==> config.mk <==
export PLATFORM = sky130hd
export DESIGN_NAME = row_scheduler
export DESIGN_NICKNAME = d
export VERILOG_FILES = /design/src/rtl/row_sched_pkg.sv /design/src/rtl/row_scheduler_valid_delay.sv /design/src/rtl/row_scheduler.sv
export SDC_FILE = /design/constraint.sdc
export NUM_CORES = 1
export LEC_CHECK = 0
export BUFFER_PORTS_ARGS = -buffer_cell sky130_fd_sc_hd__buf_2
export CAP_MARGIN = 20
export CORE_MARGIN = 10
export CORE_UTILIZATION = 43
export CTS_CLUSTER_SIZE = 40
export DETAILED_ROUTE_END_ITERATION = 10
export PLACE_DENSITY = 0.76
export SYNTH_ARGS = -nofsm -noshare
export SYNTH_HDL_FRONTEND = slang
export SYNTH_HIERARCHICAL = 1
export SYNTH_SLANG_ARGS = --single-unit
==> constraint.sdc <==
create_clock -name clk -period 1.7 [get_ports clk]
set_input_delay 0.17 -clock clk [delete_from_list [all_inputs] [get_ports clk]]
set_output_delay 0.17 -clock clk [all_outputs]
set_load 0.01 [all_outputs]
==> src/rtl/row_sched_pkg.sv <==
// row_sched_pkg: shared constants and the controller state encoding for the
// row scheduler that sequences the three-line window buffer feeding the 3x3
// row kernel.
//   ROWS         - rows per frame
//   ROW_W        - width of row indices and frame-memory addresses
//   LINE_W       - pixels per line (informational, shared with the line buffer)
//   PRIME_CYCLES - line-buffer fill steps issued at row 0 before the first window
//   LAST_ROW     - ROWS-1 at ROW_W bits, the row that ends a frame
package row_sched_pkg;

    localparam int ROWS         = 720;
    localparam int ROW_W        = 10;
    localparam int LINE_W       = 1280;
    localparam int PRIME_CYCLES = 3;

    localparam logic [ROW_W-1:0] LAST_ROW = ROW_W'(ROWS - 1);

    typedef enum logic [2:0] {
        ST_IDLE,
        ST_PRIME,
        ST_ISSUE,
        ST_WAIT_KERNEL,
        ST_SETTLE,
        ST_ADVANCE,
        ST_DONE
    } state_t;

endpackage

==> src/rtl/row_scheduler_valid_delay.sv <==
// valid_delay: DEPTH-stage single-bit shift register with asynchronous
// active-low clear. Used to turn a host read grant into the matching read-data
// valid strobe once the frame memory latency has elapsed.
//   clk   - clock, shifts on rising edge
//   rst_n - asynchronous active-low clear of every stage
//   din   - bit entering the line
//   dout  - din delayed by exactly DEPTH cycles
module valid_delay #(
    parameter int DEPTH = 1
) (
    input  logic clk,
    input  logic rst_n,
    input  logic din,
    output logic dout
);

    logic [DEPTH-1:0] stage_reg;
    logic [DEPTH-1:0] stage_next;

    assign stage_next[0] = din;

    // Each stage takes the one before it; DEPTH=1 leaves this loop empty.
    for (genvar gi = 1; gi < DEPTH; gi++) begin : g_stage
        assign stage_next[gi] = stage_reg[gi-1];
    end

    always_ff @(posedge clk or negedge rst_n) begin
        if (!rst_n) begin
            stage_reg <= '0;
        end else begin
            stage_reg <= stage_next;
        end
    end

    assign dout = stage_reg[DEPTH-1];

endmodule

==> src/rtl/row_scheduler.sv <==
// row_scheduler: frame-level controller for the three-line window buffer.
// Primes the line buffer at row 0, then for every row waits for a valid window,
// hands it to the kernel (row_start / kernel_done), lets the memory settle and
// steps the window down one row. Also arbitrates the single frame-memory read
// port between line-buffer fetches and a host reader; the host only gets the
// port while the window is idle (IDLE, WAIT_KERNEL, DONE).
// Ports:
//   clk, rst_n       - clock and asynchronous active-low reset
//   start            - frame start pulse, honoured only in IDLE
//   busy             - high in every state except IDLE
//   frame_done       - one-cycle pulse after the last row's kernel_done
//   calc_row         - current row index to the line buffer
//   lb_step          - line-buffer advance enable
//   lb_valid         - line-buffer window valid
//   lb_fetch_addr    - memory row requested by the line buffer
//   row_start        - one-cycle pulse: window for calc_row is valid
//   kernel_done      - kernel finished the current row
//   host_req/addr    - host read request (held until granted) and its row
//   host_gnt         - host read accepted this cycle
//   host_rvalid      - host read data valid at the memory output
//   mem_addr         - frame-memory read address
module row_scheduler
    import row_sched_pkg::*;
#(
    parameter int MEM_LAT = 1
) (
    input  logic             clk,
    input  logic             rst_n,
    input  logic             start,
    output logic             busy,
    output logic             frame_done,
    output logic [ROW_W-1:0] calc_row,
    output logic             lb_step,
    input  logic             lb_valid,
    input  logic [ROW_W-1:0] lb_fetch_addr,
    output logic             row_start,
    input  logic             kernel_done,
    input  logic             host_req,
    input  logic [ROW_W-1:0] host_addr,
    output logic             host_gnt,
    output logic             host_rvalid,
    output logic [ROW_W-1:0] mem_addr
);

    // One counter serves both the PRIME fill and the SETTLE wait.
    localparam int CNT_MAX = (PRIME_CYCLES > MEM_LAT) ? PRIME_CYCLES : MEM_LAT;
    localparam int CNT_W   = (CNT_MAX > 1) ? $clog2(CNT_MAX) : 1;

    localparam logic [CNT_W-1:0] PRIME_LAST  = CNT_W'(PRIME_CYCLES - 1);
    localparam logic [CNT_W-1:0] SETTLE_LAST = CNT_W'(MEM_LAT - 1);

    state_t           state_reg;
    logic [CNT_W-1:0] step_cnt_reg;
    logic [ROW_W-1:0] calc_row_reg;
    logic             busy_reg;
    logic             lb_step_reg;
    logic             frame_done_reg;
    logic             host_window;

    // busy, lb_step and frame_done are loaded together with the state they
    // belong to, so they are plain flops aligned with state_reg.
    always_ff @(posedge clk or negedge rst_n) begin
        if (!rst_n) begin
            state_reg      <= ST_IDLE;
            step_cnt_reg   <= '0;
            calc_row_reg   <= '0;
            busy_reg       <= 1'b0;
            lb_step_reg    <= 1'b0;
            frame_done_reg <= 1'b0;
        end else begin
            lb_step_reg    <= 1'b0;
            frame_done_reg <= 1'b0;
            case (state_reg)
                ST_IDLE: begin
                    if (start) begin
                        state_reg    <= ST_PRIME;
                        step_cnt_reg <= '0;
                        busy_reg     <= 1'b1;
                        lb_step_reg  <= 1'b1;
                    end
                end
                ST_PRIME: begin
                    if (step_cnt_reg == PRIME_LAST) begin
                        state_reg <= ST_ISSUE;
                    end else begin
                        step_cnt_reg <= step_cnt_reg + 1'b1;
                        lb_step_reg  <= 1'b1;
                    end
                end
                ST_ISSUE: begin
                    if (lb_valid) begin
                        state_reg <= ST_WAIT_KERNEL;
                    end
                end
                ST_WAIT_KERNEL: begin
                    if (kernel_done) begin
                        if (calc_row_reg == LAST_ROW) begin
                            state_reg      <= ST_DONE;
                            frame_done_reg <= 1'b1;
                        end else begin
                            state_reg    <= ST_SETTLE;
                            step_cnt_reg <= '0;
                        end
                    end
                end
                ST_SETTLE: begin
                    if (step_cnt_reg == SETTLE_LAST) begin
                        state_reg   <= ST_ADVANCE;
                        lb_step_reg <= 1'b1;
                    end else begin
                        step_cnt_reg <= step_cnt_reg + 1'b1;
                    end
                end
                ST_ADVANCE: begin
                    // Only reached from rows below LAST_ROW, so no wrap.
                    calc_row_reg <= calc_row_reg + 1'b1;
                    state_reg    <= ST_ISSUE;
                end
                ST_DONE: begin
                    calc_row_reg <= '0;
                    busy_reg     <= 1'b0;
                    state_reg    <= ST_IDLE;
                end
                default: begin
                    state_reg <= ST_IDLE;
                end
            endcase
        end
    end

    // The window is handed over in the same cycle the line buffer reports it.
    assign row_start = (state_reg == ST_ISSUE) && lb_valid;

    // Host owns the port only while the line buffer is not fetching; rst_n is
    // included so no grant can appear while reset is held.
    assign host_window = (state_reg == ST_IDLE) || (state_reg == ST_WAIT_KERNEL) ||
                         (state_reg == ST_DONE);
    assign host_gnt    = host_req && host_window && rst_n;
    assign mem_addr    = host_gnt ? host_addr : lb_fetch_addr;

    valid_delay #(
        .DEPTH (MEM_LAT)
    ) u_rvalid_delay (
        .clk   (clk),
        .rst_n (rst_n),
        .din   (host_gnt),
        .dout  (host_rvalid)
    );

    assign busy       = busy_reg;
    assign lb_step    = lb_step_reg;
    assign frame_done = frame_done_reg;
    assign calc_row   = calc_row_reg;

endmodule
# Word-level counts from Yosys, hierarchy flattened

Index checks and enable logic that the tools add are counted.

Flip-flop bits (word level): 19

Add/sub/neg operators: 2
Equality and inequality tests: 16
Multiplexer cells: 24
Reductions and logical operators: 13

Operators with widths:

| cell                                                                  | number |
|---|---|
| 10-bit one-hot mux with 2 select lines                                | 1 |
| 3-bit one-hot mux with 6 select lines                                 | 1 |
| 2-bit != test, second input constant                                  | 8 |
| 3-bit two-way mux                                                     | 5 |
| 2-bit two-way mux                                                     | 6 |
| 10-bit by 1-bit adder with 10-bit output, second input constant       | 1 |
| 10-bit equality test, second input constant                           | 1 |
| 10-bit two-way mux                                                    | 1 |
| 3-bit equality test, second input constant                            | 3 |
| 2-bit one-hot mux with 4 select lines                                 | 1 |
| 1-bit two-way mux                                                     | 7 |
| 3-bit by 2-bit equality test with 1-bit output, second input constant | 2 |
| 6-bit AND reduction                                                   | 1 |
| 5-bit AND reduction                                                   | 1 |
| 2-bit nonzero test                                                    | 2 |
| 4-bit nonzero test                                                    | 1 |
| 3-bit by 1-bit equality test with 1-bit output, second input constant | 1 |
| 1-bit logical AND                                                     | 3 |
| 3-bit logical NOT                                                     | 1 |
| 1-bit one-hot mux with 3 select lines                                 | 1 |
| 2-bit by 1-bit adder with 2-bit output, second input constant         | 1 |
| 2-bit equality test, second input constant                            | 1 |
| 2-bit logical NOT                                                     | 1 |
| 1-bit logical OR                                                      | 2 |
| other kinds (2)                                                       | 2 |

# Logic depth before layout (Yosys ltp)

Depth after elaboration: 6
Depth in mapped cells: 7
Gate-level depth less buffers: 6

# Cells and area by module

Netlist, hierarchy kept.

By module, submodules not included:

| module        | instances | cells an instance | area each (um2) | sequential area each (um2) |
|---|---|---|---|---|
| row_scheduler | 1         | 124               | 1,216.2         | 450.4 |
| valid_delay   | 1         | 1                 | 25.0            | 25.0 |

# Worst setup path before layout

No wires, ideal clock.

Kind: register to output
Start: register state_reg[0]
End: output mem_addr[0]
Data arrival time: 1.777 ns
Data required time: 1.530 ns
Path slack: -0.247 ns
Cell stages (with the launch flop): 7
Buffers on the path: 2
Cell sequence: dfrtp_1 buf_4 and2b_2 or3_1 a21oi_1 buf_4 mux2_2

Word-level cells in the longest chain between the ends: 6
Elaborated cells between the ends (all ways): 8
Those cells by class: eq/ne: 2; mux: 1; reduce/logical: 5

RTL lines:

| what                                                                                | line                 | source |
|---|---|---|
| from (decl)                                                                         | row_scheduler.sv:52  | `state_t state_reg;` |
| from (signal assigned)                                                              | row_scheduler.sv:64  | `state_reg <= ST_IDLE;` |
| from (signal assigned)                                                              | row_scheduler.sv:76  | `state_reg <= ST_PRIME;` |
| from (signal assigned)                                                              | row_scheduler.sv:84  | `state_reg <= ST_ISSUE;` |
| 3-bit by 2-bit equality test with 1-bit output or 3-bit logical NOT (tied branches) | row_scheduler.sv:136 | `assign host_window = (state_reg == ST_IDLE) \|\| (state_reg == ST_WAIT_KERNEL) \|\|` |
| 1-bit logical OR                                                                    | row_scheduler.sv:136 |  |
| 1-bit logical OR (*)                                                                | row_scheduler.sv:136 |  |
| 1-bit logical AND (*) (2 in series)                                                 | row_scheduler.sv:138 | `assign host_gnt = host_req && host_window && rst_n;` |
| named net host_gnt                                                                  | row_scheduler.sv:40  | `output logic host_gnt,` |
| 10-bit two-way mux (*)                                                              | row_scheduler.sv:139 | `assign mem_addr = host_gnt ? host_addr : lb_fetch_addr;` |
| to (decl)                                                                           | row_scheduler.sv:42  | `output logic [ROW_W-1:0] mem_addr` |

Mark *: on every way through the listed nets, which the timed path passes. The rest lies on a longest branch.

# Final worst setup path

Start: register state_reg[0]
End: output mem_addr[0]

Word-level cells in the longest chain between the ends: 6
Elaborated cells between the ends (all ways): 8
Those cells by class: eq/ne: 2; mux: 1; reduce/logical: 5

RTL lines:

| what                                                                                | line |
|---|---|
| 3-bit by 2-bit equality test with 1-bit output or 3-bit logical NOT (tied branches) | row_scheduler.sv:136 |
| 1-bit logical OR                                                                    | row_scheduler.sv:136 |
| 1-bit logical OR (*)                                                                | row_scheduler.sv:136 |
| 1-bit logical AND (*) (2 in series)                                                 | row_scheduler.sv:138 |
| 10-bit two-way mux (*)                                                              | row_scheduler.sv:139 |

Mark *: on every way between the ends. The rest lies on a longest branch, timed or not.

==> flow_summary_export.csv <==
group,metric,value,unit
synth,synthCells,125,
global_route,antenna_found_initial,0,
route,drc_errors,0,
synth,ys_seq_area_frac,0.383,
floorplan,start_util,0.450,
global_route,grt_pass1_wl,5890,um
timing,report.final.slew_viol_count,0,
job,cap_violations,0,
clock_tree,cts_tree,"done",
synth,synth_top_cell_by_area,"dfrtp_1",
timing,worst_pin_slew,375,ps
synth,yosysMostFrequentCell,"dfrtp_1",
synth,synth_nets,154,
clock_tree,clockBufferDepth,2,
worst_setup_path,worst_ep_arrival_time,2080,ps
global_route,track_usage,0.132,
worst_setup_path,start_kind,"flop",
route,routedWlPerCell,16.0,um
layout,ff_latch_area,478,um^2
worst_setup_path,startpoint,"state_reg[0]$_DFFE_PN0P_",
worst_setup_path,crit_path_end_kind,"primary output",
worst_setup_path,required,1530,ps
synth,netlist_area,1240,um^2
timing,hold_slack,111,ps
layout,nNetsFinal,238,
placed_design,dpl.hpwl,2770,um
route,viasPerCell,5.33,
timing,tns,-5910,ps
layout,antenna_cells,0,
route,dr.pass1.iters,4,
clock_tree,clk-insertion-delay-late,310,ps
worst_hold_path,hp-class,"in -> reg",
synth,synth_common_cells,"dfrtp_1, nand2_1, mux2_2",
layout,nFillCells,197,
synth,yosysWarningCount,6,
timing,hold_viol,0,
global_route,use_met2,0.221,
global_route,top_usage_layer,"met2",
global_route,grt_overflow,0,
route,ant_nets,0,
run_status,status,"finished with violations",
timing,grt_setup_unrepaired,"yes",
timing,timing.final.ws_setup,-550,ps
synth,avgSynthCellArea,9.93,um^2
clock_tree,cts_made_buffers,3,
timing,fin_crit,2250,ps
layout,utilization,0.726,
floorplan,die_height,73.7,um
power,p_leak,1.04,nW
floorplan,rows,19,
global_route,grt_max_degree,20,
placed_design,portBuffers,51,
layout,multiInputGateArea,822,um^2
synth,synth.area.top_cells,"dfrtp_1, mux2_2, mux2i_1",
clock_tree,cts.clk_slew.worst_paths,120,ps
worst_setup_path,worstSetupPathType,"reg -> out",
power,ir_drop,1.15,mV
global_route,grt_pass1_vias,1276,
timing,max_freq,0.444,GHz
global_route,gr-usage-met3,0.0579,
route,via_count,1274,
placed_design,pre_cts_slack,-182,ps
floorplan,die_area,5440,um^2
synth,synth_seq_cells,19,
floorplan,ios,52,
floorplan,fp.dieW,73.7,um
synth,yosysUniqueCellTypes,39,
power,power,0.00272,W
placed_design,place_congestion,0.841,
power,p_per_area,1360,nW/um^2
run_status,failed_checks,"negative setup slack",
timing,finalClockSkew,6.73,ps
synth,synth_top_area_frac,0.383,
timing,setup_viol,14,
route,drt_iter0_markers,51,
synth,async_flop_share,1.00,
timing,finalCritPeriodShare,1.32,
floorplan,core_area,2760,um^2
route,finalWirelength,3830,um
layout,drive_gt1_frac,0.587,
clock_tree,cts.sink_count,19,
synth,ys.flop_type,"dfrtp_1",
worst_setup_path,rr_startpoint,"calc_row[4]$_DFFE_PN0P_",
layout,largest_register_ff_count,10,
clock_tree,cts_max_level,1,
synth,synth-edff-count,0,
worst_setup_path,crit_fanout,7,
layout,area_growth,61.3,%
global_route,use_met1,0.150,
timing,slew_headroom,0.747,
worst_hold_path,holdCritStartpoint,"kernel_done",
clock_tree,ctsRootBufferMaster,"clkbuf_4",
kinds of logic after synthesis:
group,after synthesis,share of synthesized area
AO/OA/AOI/OAI,26,0.129
XOR/XNOR,3,0.0212
adder cells (fa/ha/maj),3,0.0302
buffers and inverters,12,0.0645
flip-flops,19,0.383
multiplexers,17,0.152
AND/OR/NAND/NOR,45,0.220
metrics by stage:
stage | instance area (um^2) | instances
after floorplan | 1290 | 125
after global placement | 1700 | 225
after detailed placement | 1700 | 225
after CTS | 1850 | 237
after global routing | 2000 | 239
final | 2000 | 239
final timing paths:
check	slack, ps	endpoint	depth (start not counted)
max in group asynchronous	1080	calc_row[4]$_DFFE_PN0P_	3
min reg2reg	530	calc_row[7]$_DFFE_PN0P_	1
min	110	frame_done$_DFF_PN0_	2
max	-550	mem_addr[0]	6
min in group asynchronous	390	busy$_DFFE_PN0P_	3
max reg2reg	-140	step_cnt_reg[0]$_DFFE_PN0P_	4
report_power, final:
| group | total [W] | internal, W | leakage, nW | switching (W) |
|---|---|---|---|---|
| registers | 0.000623 | 0.000559 | 0.247 | 0.0000639 |
| logic | 0.00185 | 0.00102 | 0.772 | 0.000835 |
| clock network | 0.000244 | 0.0000878 | 0.0177 | 0.000156 |
placed cells by master, fill, tap and decap left out, types with 2 or more instances in the layout:
cell	netlist	layout
a21oi_1	6	4
a31oi_1	2	2
and2b_2	2	2
buf_2	0	41
buf_4	2	26
buf_6	1	17
clkbuf_4	0	3
dfrtp_1	19	17
dfrtp_2	0	2
ha_1	3	3
inv_1	5	5
mux2_4	1	11
mux2i_1	5	4
nand2_1	13	13
nand3_1	4	4
nand3b_1	2	2
nor2_1	5	4
nor3_1	4	2
nor3_2	0	2
o21ai_0	9	8
o31ai_1	2	2
xnor2_1	3	3
layer usage:
metal / vias to the layer above / wire length, um
li1: 620 / -
met1: 596 / 1470
met2: 53 / 1830
met3: 5 / 494
met4: 0 / 34
met5: - / 0
cell type report:
cell class | instances | area share
Tap cell | 31 | 0.0194
Timing Repair Buffer | 86 | 0.308
Sequential cell | 19 | 0.239
Multi-Input combinational cell | 94 | 0.411
Inverter | 5 | 0.00938
Clock inverter | 1 | 0.00250
Clock buffer | 3 | 0.0113
critical path, stage by stage (launching register included):
cell and delay, ps:
dfrtp_1 410, and2b_2 210, or3_4 380, a21oi_4 180
buf_6 160, mux2_4 310, buf_6 120
repair_timing:
action	CTS	global route
pin swaps	3	7
endpoints found under the setup margin	16	19
hold buffers	1	0
setup buffers	7	6
resized for setup	13	27
endpoints found under the hold margin	19	0
No activity file was read; power rests on OpenSTA's default activity.
